### src/rtl/uart_rx.sv
// 8N1 UART receiver driven by an external oversampling tick; samples each bit at
// its midpoint and reports the byte with a one-cycle done strobe and a framing flag.
module uart_rx #(
    parameter int unsigned DATA_WIDTH = 8,
    parameter int unsigned STOP_WIDTH = 16,
    parameter int unsigned OVERSAMPLE = 16
) (
    input  logic                  clk,
    input  logic                  reset,
    input  logic                  i_ticks,
    input  logic                  i_rx,
    output logic [DATA_WIDTH-1:0] o_data_byte,
    output logic                  o_rx_done,
    output logic                  o_frame_err
);

    localparam int unsigned S_SPAN = (OVERSAMPLE > STOP_WIDTH) ? OVERSAMPLE : STOP_WIDTH;
    localparam int unsigned SW     = (S_SPAN > 1) ? $clog2(S_SPAN) : 1;
    localparam int unsigned NW     = (DATA_WIDTH > 1) ? $clog2(DATA_WIDTH) : 1;

    localparam logic [SW-1:0] S_MID  = SW'(OVERSAMPLE / 2 - 1);
    localparam logic [SW-1:0] S_BIT  = SW'(OVERSAMPLE - 1);
    localparam logic [SW-1:0] S_STOP = SW'(STOP_WIDTH - 1);
    localparam logic [NW-1:0] N_LAST = NW'(DATA_WIDTH - 1);

    typedef enum logic [1:0] {
        IDLE,
        START,
        DATA,
        STOP
    } state_t;

    state_t                state;
    logic [SW-1:0]         s;
    logic [NW-1:0]         n;
    logic [DATA_WIDTH-1:0] shreg;
    logic                  rx_meta;
    logic                  rx_s;

    // Two-flop synchroniser for the asynchronous line, idle-high out of reset.
    always_ff @(posedge clk) begin
        if (reset) begin
            rx_meta <= 1'b1;
            rx_s    <= 1'b1;
        end else begin
            rx_meta <= i_rx;
            rx_s    <= rx_meta;
        end
    end

    // Frame FSM; STOP returns to IDLE at the stop-bit midpoint so a start edge
    // immediately following the stop bit is still caught.
    always_ff @(posedge clk) begin
        if (reset) begin
            state       <= IDLE;
            s           <= '0;
            n           <= '0;
            shreg       <= '0;
            o_data_byte <= '0;
            o_rx_done   <= 1'b0;
            o_frame_err <= 1'b0;
        end else begin
            o_rx_done <= 1'b0;
            case (state)
                IDLE: begin
                    if (!rx_s) begin
                        state <= START;
                        s     <= '0;
                    end
                end
                START: begin
                    if (i_ticks) begin
                        if (s == S_MID) begin
                            s <= '0;
                            if (!rx_s) begin
                                state <= DATA;
                                n     <= '0;
                            end else begin
                                state <= IDLE;
                            end
                        end else begin
                            s <= s + SW'(1);
                        end
                    end
                end
                DATA: begin
                    if (i_ticks) begin
                        if (s == S_BIT) begin
                            s     <= '0;
                            shreg <= {rx_s, shreg[DATA_WIDTH-1:1]};
                            if (n == N_LAST) begin
                                state <= STOP;
                            end else begin
                                n <= n + NW'(1);
                            end
                        end else begin
                            s <= s + SW'(1);
                        end
                    end
                end
                STOP: begin
                    if (i_ticks) begin
                        if (s == S_STOP) begin
                            s           <= '0;
                            state       <= IDLE;
                            o_data_byte <= shreg;
                            o_frame_err <= ~rx_s;
                            o_rx_done   <= 1'b1;
                        end else begin
                            s <= s + SW'(1);
                        end
                    end
                end
                default: begin
                    state <= IDLE;
                    s     <= '0;
                end
            endcase
        end
    end

endmodule

### config.mk
export PLATFORM = sky130hd
export DESIGN_NAME = uart_rx
export DESIGN_NICKNAME = d
export VERILOG_FILES = /design/src/rtl/uart_rx.sv
export SDC_FILE = /design/constraint.sdc
export NUM_CORES = 1
export LEC_CHECK = 0
export CORE_AREA = 3 3 60 62
export DETAILED_ROUTE_END_ITERATION = 16
export DIE_AREA = 0 0 63 65
export HOLD_SLACK_MARGIN = 0.06
export PLACE_DENSITY = 0.59
export REMOVE_ABC_BUFFERS = 1
export SYNTH_ARGS = -nofsm -noshare
export SYNTH_HDL_FRONTEND = slang
export SYNTH_SLANG_ARGS = --single-unit
### constraint.sdc
create_clock -name clk -period 2.6 [get_ports clk]
set_input_delay 0.52 -clock clk [delete_from_list [all_inputs] [get_ports clk]]
set_output_delay 0.52 -clock clk [all_outputs]
set_load 0.02 [all_outputs]
; ---- Yosys cells after proc, flatten, opt, wreduce, memory -nomap -nowiden
; Index checks and enable logic that the tools add are counted.
[totals]
register_bits = 29
input_bits = 4
[classes]
addsub = 2
n_eq_ne = 17
n_mux = 24
bitwise = 3
n_reduce_logical = 9
[ops]
columns = operator, n
row1 = 4-bit 2-to-1 mux, 5
row2 = 2-bit != test (second input constant), 10
row3 = 2-bit 2-to-1 mux, 9
row4 = 3-bit 2-to-1 mux, 6
row5 = 4-bit case mux with 3 select lines, 1
row6 = 3-bit AND reduction, 3
row7 = 2-bit case mux with 4 select lines, 1
row8 = 8-bit AND reduction, 1
row9 = 7-bit AND reduction, 1
row10 = 3-bit case mux with 2 select lines, 1
row11 = 4-bit by 1-bit adder with 4-bit output (second input constant), 1
row12 = 2-bit equality test (second input constant), 2
row13 = 4-bit by 3-bit equality test with 1-bit output (second input constant), 1
row14 = 4-bit equality test (second input constant), 1
row15 = 3-bit by 1-bit adder with 3-bit output (second input constant), 1
row16 = 3-bit equality test (second input constant), 1
row17 = 1-bit NOT, 3
row18 = 3-bit OR reduction, 1
row19 = 2-bit by 1-bit equality test with 1-bit output (second input constant), 1
row20 = 2-bit logical NOT, 1
row21 = 2-bit by 1-bit != test with 1-bit output (second input constant), 1
row22 = 2-bit nonzero test, 1
row23 = 2-bit OR reduction, 1
row24 = 1-bit 2-to-1 mux, 1

; ---- Depth between registers and ports, before layout
; Gate-level depths: netlist of the first run.
[depth]
word_depth = 5
ltp_mapped = 6
ltp_nobuf = 6

; ---- Worst setup path before layout of the first run
; Ideal clock, no wire load.
[synth_timing]
path_type = register -> register
startpoint = reg n[0]
endpoint = reg n[0]
arrival_ps = 1585
t_required_ps = 2530
slack_ps = 945
path_stages_with_launch = 7
period_less_slack_ps = 1655
path_cell_list = dfxtp_1 > ha_1 > ha_1 > and4bb_1 > o21ai_2 > or4b_1 > a21oi_1
[synth_between]
elab_chain_len = 5
elab_cells_between_ends = 8
cone_classes = add/sub (1) / eq/ne (2) / mux (4) / reduce/logical (1)
[synth_lines]
columns = element, line_no
row1 = start: declaration, 35  ; logic [NW-1:0] n;
row2 = start signal: assignment, 94  ; n <= n + NW'(1);
row3 = 3-bit by 1-bit adder with 3-bit output, 94
row4 = 3-bit 2-to-1 mux, 91  ; if (n == N_LAST) begin
row5 = 3-bit 2-to-1 mux, 88  ; if (s == S_BIT) begin
row6 = 3-bit 2-to-1 mux, 87  ; if (i_ticks) begin
row7 = 3-bit case mux with 2 select lines, 64  ; case (state)
; Several ways; a longest one is shown, not always the timed one. The select of a mux whose other input is x is not followed.
; A chain may end at the register's enable or synchronous reset.

; ---- Worst setup path in the final report of the first run
[layout_timing]
startpoint = in i_ticks
endpoint = reg shreg[2]
[layout_between]
elab_chain_len = 1
[layout_lines]
columns = element, line_no
row1 = start: declaration, 10  ; input logic i_ticks,
row2 = 3-bit AND reduction (no line), --
row3 = end signal: assignment, 90  ; shreg <= {rx_s, shreg[DATA_WIDTH-1:1]};
row4 = end: declaration, 36  ; logic [DATA_WIDTH-1:0] shreg;
; No other way between the ends.

==> results of run 1 <==
-- Yosys cell counts (2+ instances only) --
master	number
o21ai_0	2
ha_1	3
buf_2	2
a21oi_1	4
clkbuf_1	4
dfxtp_1	29
or2_2	2
nand3_1	3
inv_1	2
nor2_1	24
nand2_1	6
and3b_1	3
mux2i_1	20
a31oi_1	3
-- per-stage QoR --
step                cell area, um^2  util (%)
floorplan                      1170         -
global placement               1370      44.5
detailed placement             1370      44.5
CTS                            1440      46.8
global route                   1440      46.8
finish                         1440      46.8
-- worst paths after layout --
| kind | startpoint | endpoint | slack [ps] | depth (start not counted) |
|---|---|---|---|---|
| min reg2reg | rx_meta$_SDFF_PP1_ | rx_s$_SDFF_PP1_ | 420 | 1 |
| max reg2reg | s[0]$_SDFFE_PP0P_ | shreg[2]$_SDFFE_PP0P_ | 810 | 5 |
| min | rx_meta$_SDFF_PP1_ | rx_s$_SDFF_PP1_ | 420 | 1 |
| max | i_ticks | shreg[2]$_SDFFE_PP0P_ | 770 | 5 |
-- metal layers --
layer  wire length [um]  part of all wire, %  global-route usage (%)  vias up
li1                   -                    -                       -      450
met1               1070                   48                    13.1      429
met2               1020                   46                    20.8       16
met3                 74                  3.3                    3.64        5
met4                 59                  2.7                    9.09        0
met5                  0                    0                       0        -
-- where the power goes --
group | internal (mW) | switching, mW | total, mW
registers | 0.448 | 0.00682 | 0.454
logic | 0.0143 | 0.0154 | 0.0297
clock network | 0.157 | 0.159 | 0.315
total | 0.619 | 0.181 | 0.799
-- final cells by class --
type / instances / area (um^2) / share of cell area, %
Clock buffer: 7 / 65.1 / 4.52
Timing Repair Buffer: 15 / 145 / 10.1
Multi-Input combinational cell: 84 / 582 / 40.4
Inverter: 2 / 7.51 / 0.521
Sequential cell: 29 / 581 / 40.3
Clock inverter: 1 / 5.00 / 0.348
Tap cell: 44 / 55.1 / 3.82
-- logic make-up (layout without fill, tap and decap cells) --
group / after synthesis / in the layout / share of synthesized area [%]
simple gates: 46 / 46 / 20.2
flops: 29 / 29 / 47.8
mux: 20 / 20 / 16.5
compound gates: 14 / 14 / 7.42
buf+inv: 10 / 25 / 4.23
fa+ha+maj: 3 / 3 / 3.09
xor+xnor: 1 / 1 / 0.722
-- worst register-to-register path, stage by stage, from the launching register on --
cell and delay (ps):
dfxtp_1 390, ha_1 280, and4_1 240, and3b_1 460
mux2i_1 270, nor2_1 50
-- flip-flops by register name, indices dropped and copies added (netlist names), named ones only --
register and count:
state 1, rx_meta 1, n 3, s 4, o_rx_done 1, o_frame_err 1
rx_s 1, o_data_byte 8, shreg 8
==> results.md, run 1 <==
* Outcome: finished clean
* Syn Std Cell Area at 0.00121 mm^2
* Yosys warns at 0
* Main synth FF type: dfxtp_1
* Layout cells sized above 1 at between 10% and 20%
* Worst min-delay path class: reg2reg
* Buffers on Ports at 13
* Worst setup margin at between 700 and 800 ps
* Clock skew at approximately 3.3 ps
* Drt pass-1 iters at 4
* Initial Util at 39.4%
* Largest net degree at the start of global routing at 17
* Clk Tree Root Cell: clkbuf_4
* WP buf/inv at 1
* Area leader, netlist: dfxtp_1
* Pwr/cell area at about 550 mW/mm^2
* CP top delay family: simple AND/OR/NAND/NOR gates
* Number of clock sinks at 29
* Detailed Route WL at between 2000 and 2500 um
* Placed Cells at 174
* Slowest CP cell: clkdlybuf4s50_1
* Die Ht at around 65 um
* Die X-Extent at between 60 and 70 um
* Hold-fix buffers at CTS at 0
* Mapped Cells at approximately 120
* Crit path launch type: primary input
* Layout net count at approximately 140
* Post-synth cell types at 30
* Initial DRC count at 26
* Min Tclk post-route at around 1800 ps
* First-pass GRT wire length at ~3900 um
* Most frequent cells in the layout: dfxtp_1, nor2_1, mux2i_1, clkdlybuf4s50_1, nand2_1
* CTS max path bufs at 2
* Cell Chain, Critical Path: clkdlybuf4s50_1 > and4_1 > and3b_1 > mux2i_1 > nor2_1
* Vias per Instance at 4.95
* Dominant cells by area after synthesis: dfxtp_1, mux2i_1, nor2_1
* Number of flops mapped to enable cells by yosys at 0
* Post-synth top area share at a little under half
* Hold WS at 423 ps
* CP Capture Type: register
* # rows at 20
* Core area at between 0.003 and 0.004 mm^2
* Final Setup Violations at 0
* Setup TNS at 0 ps
* Tot GR Track Use at about an eighth
* Htree depth at 2
* Worst slack at placement at roughly 420 ps
* TritonCTS clock tree: built
* Post-CTS Setup Bufs at 0
* Req. time, crit path at 2830 ps
* Crit Path Class: in2reg
* Fillers at between 300 and 400
* Clk_lat worst skew at around 330 ps
* Commonest non-fill, non-tap cell in the layout: dfxtp_1
* Critical path's largest stage delay at between 500 and 600 ps
* # Max-Cap Violations at 0
* Global route total overflow at 0
* Syn avg cell area at 9.87 um^2
* Slew margin rel. at 67.2%
* Static Leakage at around 0.61 nW
* Cts bufs inserted at 5
* DRC violations left at 0
* Hold Fails Final Rpt at 0
* Fin cells at between 150 and 200
* DIE AREA at a little over 0.004 mm^2
* Clock Pin Slew Worst Setup and Hold Paths at ~90 ps
* RSZ-0062 raised after global routing: false
* Antenna diodes at 0
* Vias in the first global route at between 800 and 900
* Peak VDD IR at 0.332 mV
* Register area share after synthesis at between 40% and 50%
* Wire per inst at roughly 12 um
* #FFs+latches synth at 29
* Worst Path Max Fanout at 8
* FFs w/ async S/R, synth at 0%
* Fin crit share at 70.6%
* DP Wirelength at ~1500 um
* Antenna violations before repair at 0
* Overall power at between 700 and 800 uW
* Fin. max-slew vios at 0
* Max Freq at 545 MHz
* PostCTS Resize Cnt at 0
* Arr. time, crit path at about 2100 ps
* ANT nets after route at 0
* Ports at 14
* Worst Max-Slew Pin Slew at between 400 and 500 ps
* Area Overhead vs Synth at 18.7%
* GP Congestion at just under 0.8
* Total number of vias at 900
Power figures use the tool's default switching activity.
==> inputs of run 2 (changes only) <==
- PLACE_DENSITY: 0.59 -> 0.61
- clock period: 2.6 -> 1.58 ns (I/O delays scaled with it)
==> run 2 against run 1 <==
Against the previous run: the run now ends with negative setup slack left; power increased by 55%; non-clock buffer count increased by 15; sequential power increased by 64%; worst hold slack got worse by 7.9 ps; combinational power increased by 110%; cell count increased by 8.2%; first-iteration DRC count increased by 100%; register-to-register slack got worse by 870 ps; wire length increased by 7.0%; utilization increased by 5.0 points.
==> results.md, run 2 (synthesized netlist as in run 1, its figures left out) <==
* Outcome: finished, violations left
* Failing checks: negative setup slack
* Arr. time, crit path at 1900 ps (-160 ps)
* Slowest CP cell: or4b_4
* Cell area after layout at 0.00159 mm^2 (+11%)
* Fillers at 312 (-0.64%)
* Highest metal used: met4
* Met1 wire length at 1110 um (+3.4%)
* Int Pwr at 937 uW (+52%)
* Req. time, crit path at 1830 ps (-1000 ps)
* Largest regs: o_data_byte x8, shreg x8, s x4
* DRC violations left at 0 (unchanged)
* ANT nets after route at 0 (unchanged)
* Max Freq at 608 MHz
* Initial DRC count at 52 (+100%)
* First-pass GRT wire length at 4450 um (+15%)
* Clk Tree Root Cell: clkbuf_4
* Detailed Route WL at 2380 um (+7.0%)
* Die Ht at 65 um (unchanged)
* Sw Share at 24.3% (+1.7 points)
* Pwr/cell area at 777 mW/mm^2 (+40%)
* Core area at 0.00308 mm^2 (unchanged)
* Clk_lat worst skew at 320 ps (about the same)
* Layout cells sized above 1 at 26.1% (+16 points)
* Wire per inst at 12.1 um (-1.1%)
* RSZ-0062 raised after global routing: true
* WP buf/inv at 0 (-1)
* Worst min-delay path class: reg2reg
* CP Capture Type: register
* DP Wirelength at 1630 um (+7.4%)
* Register area at 588 um^2 (+1.3%)
* Psw at 301 uW (+67%)
* Clock skew at 7.43 ps (+4.17 ps)
* TritonCTS clock tree: built
* DIE AREA at 0.00410 mm^2 (unchanged)
* Cts bufs inserted at 5 (unchanged)
* Critical path's largest stage delay at 480 ps (-50 ps)
* Layout net count at 159 (+10%)
* CTS max path bufs at 2 (unchanged)
* Worst Max-Slew Pin Slew at 309 ps (-181 ps)
* # rows at 20 (unchanged)
* Worst Path Max Fanout at 2 (-6)
* CP top delay family: simple AND/OR/NAND/NOR gates
* Hold WS at 416 ps (-7.89 ps)
* Sequential fraction of design power at 60.2% (+3.3 points)
* Fin. max-slew vios at 0 (unchanged)
* Global route total overflow at 0 (unchanged)
* Buffers on Ports at 13 (unchanged)
* Largest net degree at the start of global routing at 13 (-4)
* Tot GR Track Use at 13.8% (+1.4 points)
* GP Congestion at 0.857 (+10%)
* Clock Pin Slew Worst Setup and Hold Paths at 100 ps (about the same)
* Fin crit share at 104%
* Htree depth at 2 (unchanged)
* Total number of vias at 951 (+5.7%)
* Slew margin rel. at 79.2% (+12 points)
* Area Overhead vs Synth at 31.3%
* Hold Fails Final Rpt at 0 (unchanged)
* Peak VDD IR at 0.563 mV (+70%)
* Initial Util at 39.4% (unchanged)
* Antenna diodes at 0 (unchanged)
* Most frequent cells in the layout: nor2_1, dfxtp_1, mux2i_1, buf_4, dlygate4sd2_1
* Worst setup margin at -63.9 ps (-829 ps)
* Antenna violations before repair at 0 (unchanged)
* Commonest non-fill, non-tap cell in the layout: nor2_1
* Number of clock sinks at 29 (unchanged)
* Area of the multi-input gates at 627 um^2 (+7.7%)
* Ports at 14 (unchanged)
* Final Setup Violations at 1 (+1)
* Cell Chain, Critical Path: ha_4 > ha_4 > and4bb_1 > o21ai_2 > or4b_4 > a21oi_2
* Static Leakage at 0.741 nW (+21%)
* Placed Area at 0.00148 mm^2 (+8.0%)
* Die X-Extent at 63 um (unchanged)
* CP dominant cell by count: ha_4
* Drt pass-1 iters at 4 (unchanged)
* Clock group share of total power at 34.7% (-4.7 points)
* Crit Path Class: reg2reg
* Met3 wire length at 92 um (+24%)
* Comb pwr share at 5.0% (+1.3 points)
* Min Tclk post-route at 1640 ps
* Vias in the first global route at 1003 (+15%)
* Vias per Instance at 4.83 (-2.4%)
* Crit path launch type: register
* Met2 WL at 1140 um (+12%)
* # Max-Cap Violations at 0 (unchanged)
[run 2: changes by cell type in the layout (fill, tap and decap cells not counted), moves of 3 or more]
cell / previous run / this run
ha_1: 3 / 0
dlygate4sd2_1: 0 / 9
buf_4: 2 / 16
ha_4: 0 / 3
dfxtp_1: 29 / 23
dfxtp_2: 0 / 6
clkdlybuf4s50_1: 13 / 3
[run 2: layout make-up]
cell class / count / share of cell area, %
multi-input cells: 84 / 39.3
clock buffers: 5 / 2.35
flip-flops and latches: 29 / 36.9
inverters: 2 / 0.471
clock inverters: 3 / 1.10
well taps: 44 / 3.45
repair buffers: 30 / 16.4
[run 2: worst register-to-register path, stage by stage (launching register included)]
cell and delay [ps]:
dfxtp_2 350, ha_4 160, ha_4 150, and4bb_1 250, o21ai_2 60, or4b_4 480
a21oi_2 130
[run 2: power by group through the flow]
stage          combinational, mW  clock [mW]  sequential [mW]
2_1_floorplan             0.0242           0            0.762
3_3_place_gp              0.0611           0            0.762
3_5_place_dp              0.0620           0            0.761
4_1_cts                   0.0626       0.446            0.745
5_1_grt                   0.0707       0.490            0.748
6_report                  0.0624       0.430            0.746
[run 2: metal layers]
metal	track usage, %	vias to the layer above
li1	-	491
met2	23.5	12
met3	4.68	5
met5	0	-
met4	6.61	0
met1	15.4	443
[run 2: final timing paths]
path	from	to	slack, ps	cells after the start
setup / recovery	n[0]$_SDFFE_PP0P_	n[0]$_SDFFE_PP0P_	-60	6
hold / removal	rx_meta$_SDFF_PP1_	rx_s$_SDFF_PP1_	420	1
setup reg to reg	n[0]$_SDFFE_PP0P_	n[0]$_SDFFE_PP0P_	-60	6
hold reg to reg	rx_meta$_SDFF_PP1_	rx_s$_SDFF_PP1_	420	1
[run 2: what timing repair did]
action / CTS / global route
buffers inserted: 1 / 1
hold endpoints to repair: 0 / 0
hold buffers: 0 / 0
endpoints found under the setup margin: 12 / 11
gates resized for setup: 17 / 7
pin swaps: 3 / 2
[run 2: stage by stage]
step | power [mW] | setup TNS, ps | std cells | utilization (%) | setup WS (ps)
floorplan | 0.786 | -75.4 | 115 | - | -75.4
global placement | 0.823 | -2230 | 187 | 48.1 | -200
detailed placement | 0.824 | -2910 | 187 | 48.1 | -225
CTS | 1.25 | -124 | 196 | 50.9 | -124
global route | 1.31 | -116 | 197 | 51.8 | -116
finish | 1.24 | -63.9 | 197 | 51.8 | -63.9
==> inputs of run 3 (changes only) <==
- CELL_PAD_IN_SITES_DETAIL_PLACEMENT: not set -> 0
- CELL_PAD_IN_SITES_GLOBAL_PLACEMENT: not set -> 1
- CORE_AREA: 3 3 60 62 -> 3 3 62 64
- DIE_AREA: 0 0 63 65 -> 0 0 65 67
- PLACE_DENSITY: 0.61 -> 0.7
- TNS_END_PERCENT: not set -> 1
==> run 3 against run 2 <==
Against the previous run: the run still ends with negative setup slack left; flip-flop and latch count did not move; power rose by 0.30%; utilization fell by 4.7 points; clock skew rose by 0.74 ps; combinational power rose by 6.3%; largest power group unchanged; register-to-register slack barely moved; global-route usage fell by 0.19 points; die area rose by 6.3%.
==> results.md, run 3 (synthesized netlist as in run 1, its figures left out) <==
* Fin. max-slew vios at 0 (unchanged)
* Worst setup margin at -57.8 ps (+6.08 ps)
* Int Pwr at 941 uW (+0.36%)
* Layout cells sized above 1 at 22.1% (-4.0 points)
* # Max-Cap Violations at 0 (unchanged)
* First-pass GRT wire length at 4350 um (-2.3%)
* Antenna violations before repair at 0 (unchanged)
* Peak VDD IR at 0.491 mV (-13%)
* DIE AREA at 0.00436 mm^2 (+6.3%)
* Area Overhead vs Synth at 29.4%
* Post-CTS Setup Bufs at 0 (-1)
* Vias in the first global route at 926 (-7.7%)
* Hold-fix buffers at CTS at 0 (unchanged)
* Cts bufs inserted at 5 (unchanged)
* Placed Area at 0.00148 mm^2 (unchanged)
* Cell area after layout at 0.00157 mm^2 (-1.5%)
* Htree depth at 2 (unchanged)
* Die X-Extent at 65 um (+3.2%)
* Die Ht at 67 um (+3.1%)
* Comb pwr share at 5.3% (+0.3 points)
* ANT nets after route at 0 (unchanged)
* Drt pass-1 iters at 4 (unchanged)
* # rows at 21 (+5.0%)
* TritonCTS clock tree: built
* Antenna diodes at 0 (unchanged)
* Layout net count at 155 (-2.5%)
* Outcome: finished, violations left
* Fin crit share at 104% (-0.38 points)
* Worst Path Max Fanout at 3 (+1)
* DP Wirelength at 1580 um (-3.0%)
* Largest regs: o_data_byte x8, shreg x8, s x4
* Crit Path Class: reg2reg
* Pwr/cell area at 791 mW/mm^2 (+1.8%)
* Sw Share at 24.3% (-0.046 points)
* Worst Max-Slew Pin Slew at 326 ps (+16.8 ps)
* Initial Util at 36.4% (-3.1 points)
* Largest net degree at the start of global routing at 21 (+8)
* Worst slack at placement at -198 ps (+27.2 ps)
* Wire per inst at 12.5 um (+3.4%)
* RSZ-0062 raised after global routing: true
* CTS max path bufs at 2 (unchanged)
* Min Tclk post-route at 1640 ps (-6.08 ps)
* Final Setup Violations at 1 (unchanged)
* Clock Pin Slew Worst Setup and Hold Paths at 90 ps (about the same)
* Total number of vias at 939 (-1.3%)
* Detailed Route WL at 2440 um (+2.4%)
* Worst hold path depth at 1 (unchanged)
* Crit path launch type: register
* Failing checks: negative setup slack
* Req. time, crit path at 1840 ps (about the same)
* Buffers on Ports at 13 (unchanged)
* Vias per Instance at 4.82 (-0.25%)
* Hold Fails Final Rpt at 0 (unchanged)
* Overall power at 1.24 mW (+0.30%)
* Initial DRC count at 64 (+23%)
* Global route total overflow at 0 (unchanged)
* Clk Tree Root Cell: clkbuf_4
* Tot GR Track Use at 13.6% (-0.19 points)
* Number of clock sinks at 29 (unchanged)
* Clk_lat worst skew at 330 ps (about the same)
* GP Congestion at 0.835 (-2.6%)
* Max Freq at 611 MHz (+0.37%)
* Cell depth of the worst flop-to-flop path at 6 (unchanged)
* DRC violations left at 0 (unchanged)
* CP Capture Type: register
* Psw at 301 uW (+0.11%)
* Ports at 14 (unchanged)
* Clock skew at 8.16 ps (+0.738 ps)
* Clock group share of total power at 34.7% (about the same)
* Slew margin rel. at 78.0% (-1.1 points)
* Hold WS at 419 ps (+3.29 ps)
* Most frequent cells in the layout: nor2_1, dfxtp_1, mux2i_1, buf_4, dlygate4sd2_1
* Placed Cells at 187 (unchanged)
* Arr. time, crit path at 1900 ps (about the same)
* Worst min-delay path class: reg2reg
* Core area at 0.00334 mm^2 (+8.4%)
* Sequential fraction of design power at 60.0% (-0.2 points)
* Static Leakage at 0.724 nW (-2.4%)
* Fin cells at 195 (-1.0%)
==> run 3: area by class of cell <==
class	instances	area, um^2
Fill cell	337	1770
Multi-Input combinational cell	84	623
Sequential cell	29	587
Timing Repair Buffer	26	244
Tap cell	46	57.6
Clock buffer	6	41.3
Clock inverter	2	10.0
Inverter	2	7.51
==> run 3: path summary, 6_finish.rpt <==
| path | end | slack (ps) | startpoint |
|---|---|---|---|
| min | rx_s$_SDFF_PP1_ | 420 | rx_meta$_SDFF_PP1_ |
| min reg2reg | rx_s$_SDFF_PP1_ | 420 | rx_meta$_SDFF_PP1_ |
| max | n[0]$_SDFFE_PP0P_ | -60 | n[0]$_SDFFE_PP0P_ |
| max reg2reg | n[0]$_SDFFE_PP0P_ | -60 | n[0]$_SDFFE_PP0P_ |
==> run 3: layer usage <==
layer	vias to the layer above	GRT usage, %	wire (um)
li1	480	-	-
met1	438	15.5	1150
met2	17	21.1	1140
met3	4	5.73	122
met4	0	7.92	34
met5	-	0	0
==> run 3: through the flow <==
stage          utilization [%]  TNS (ps)
6_report                  47.1     -57.8
5_1_grt                   47.1      -131
4_1_cts                   46.4     -59.7
3_5_place_dp              44.4     -2340
3_3_place_gp              44.4     -2230
2_1_floorplan                -     -75.4
==> run 3: what timing repair did <==
| item | in CTS | in global routing |
|---|---|---|
| hold endpoints to repair | 0 | 0 |
| pin swaps | 2 | 1 |
| endpoints found under the setup margin | 11 | 14 |
| gates resized for setup | 15 | 7 |
==> run 3: power groups by stage <==
| stage | Combinational (mW) | Clock [mW] | Sequential [mW] |
|---|---|---|---|
| 3_3_place_gp | 0.0649 | 0 | 0.761 |
| 2_1_floorplan | 0.0242 | 0 | 0.762 |
| 4_1_cts | 0.0661 | 0.445 | 0.744 |
| 5_1_grt | 0.0748 | 0.482 | 0.747 |
| 6_report | 0.0663 | 0.430 | 0.745 |
| 3_5_place_dp | 0.0658 | 0 | 0.761 |
==> run 3: critical path, cell delays in order (launching register included) <==
cell and delay (ps):
dfxtp_2 350, ha_4 160, ha_4 150, and4bb_1 250, o21ai_2 60, or4b_1 480
a21oi_2 120
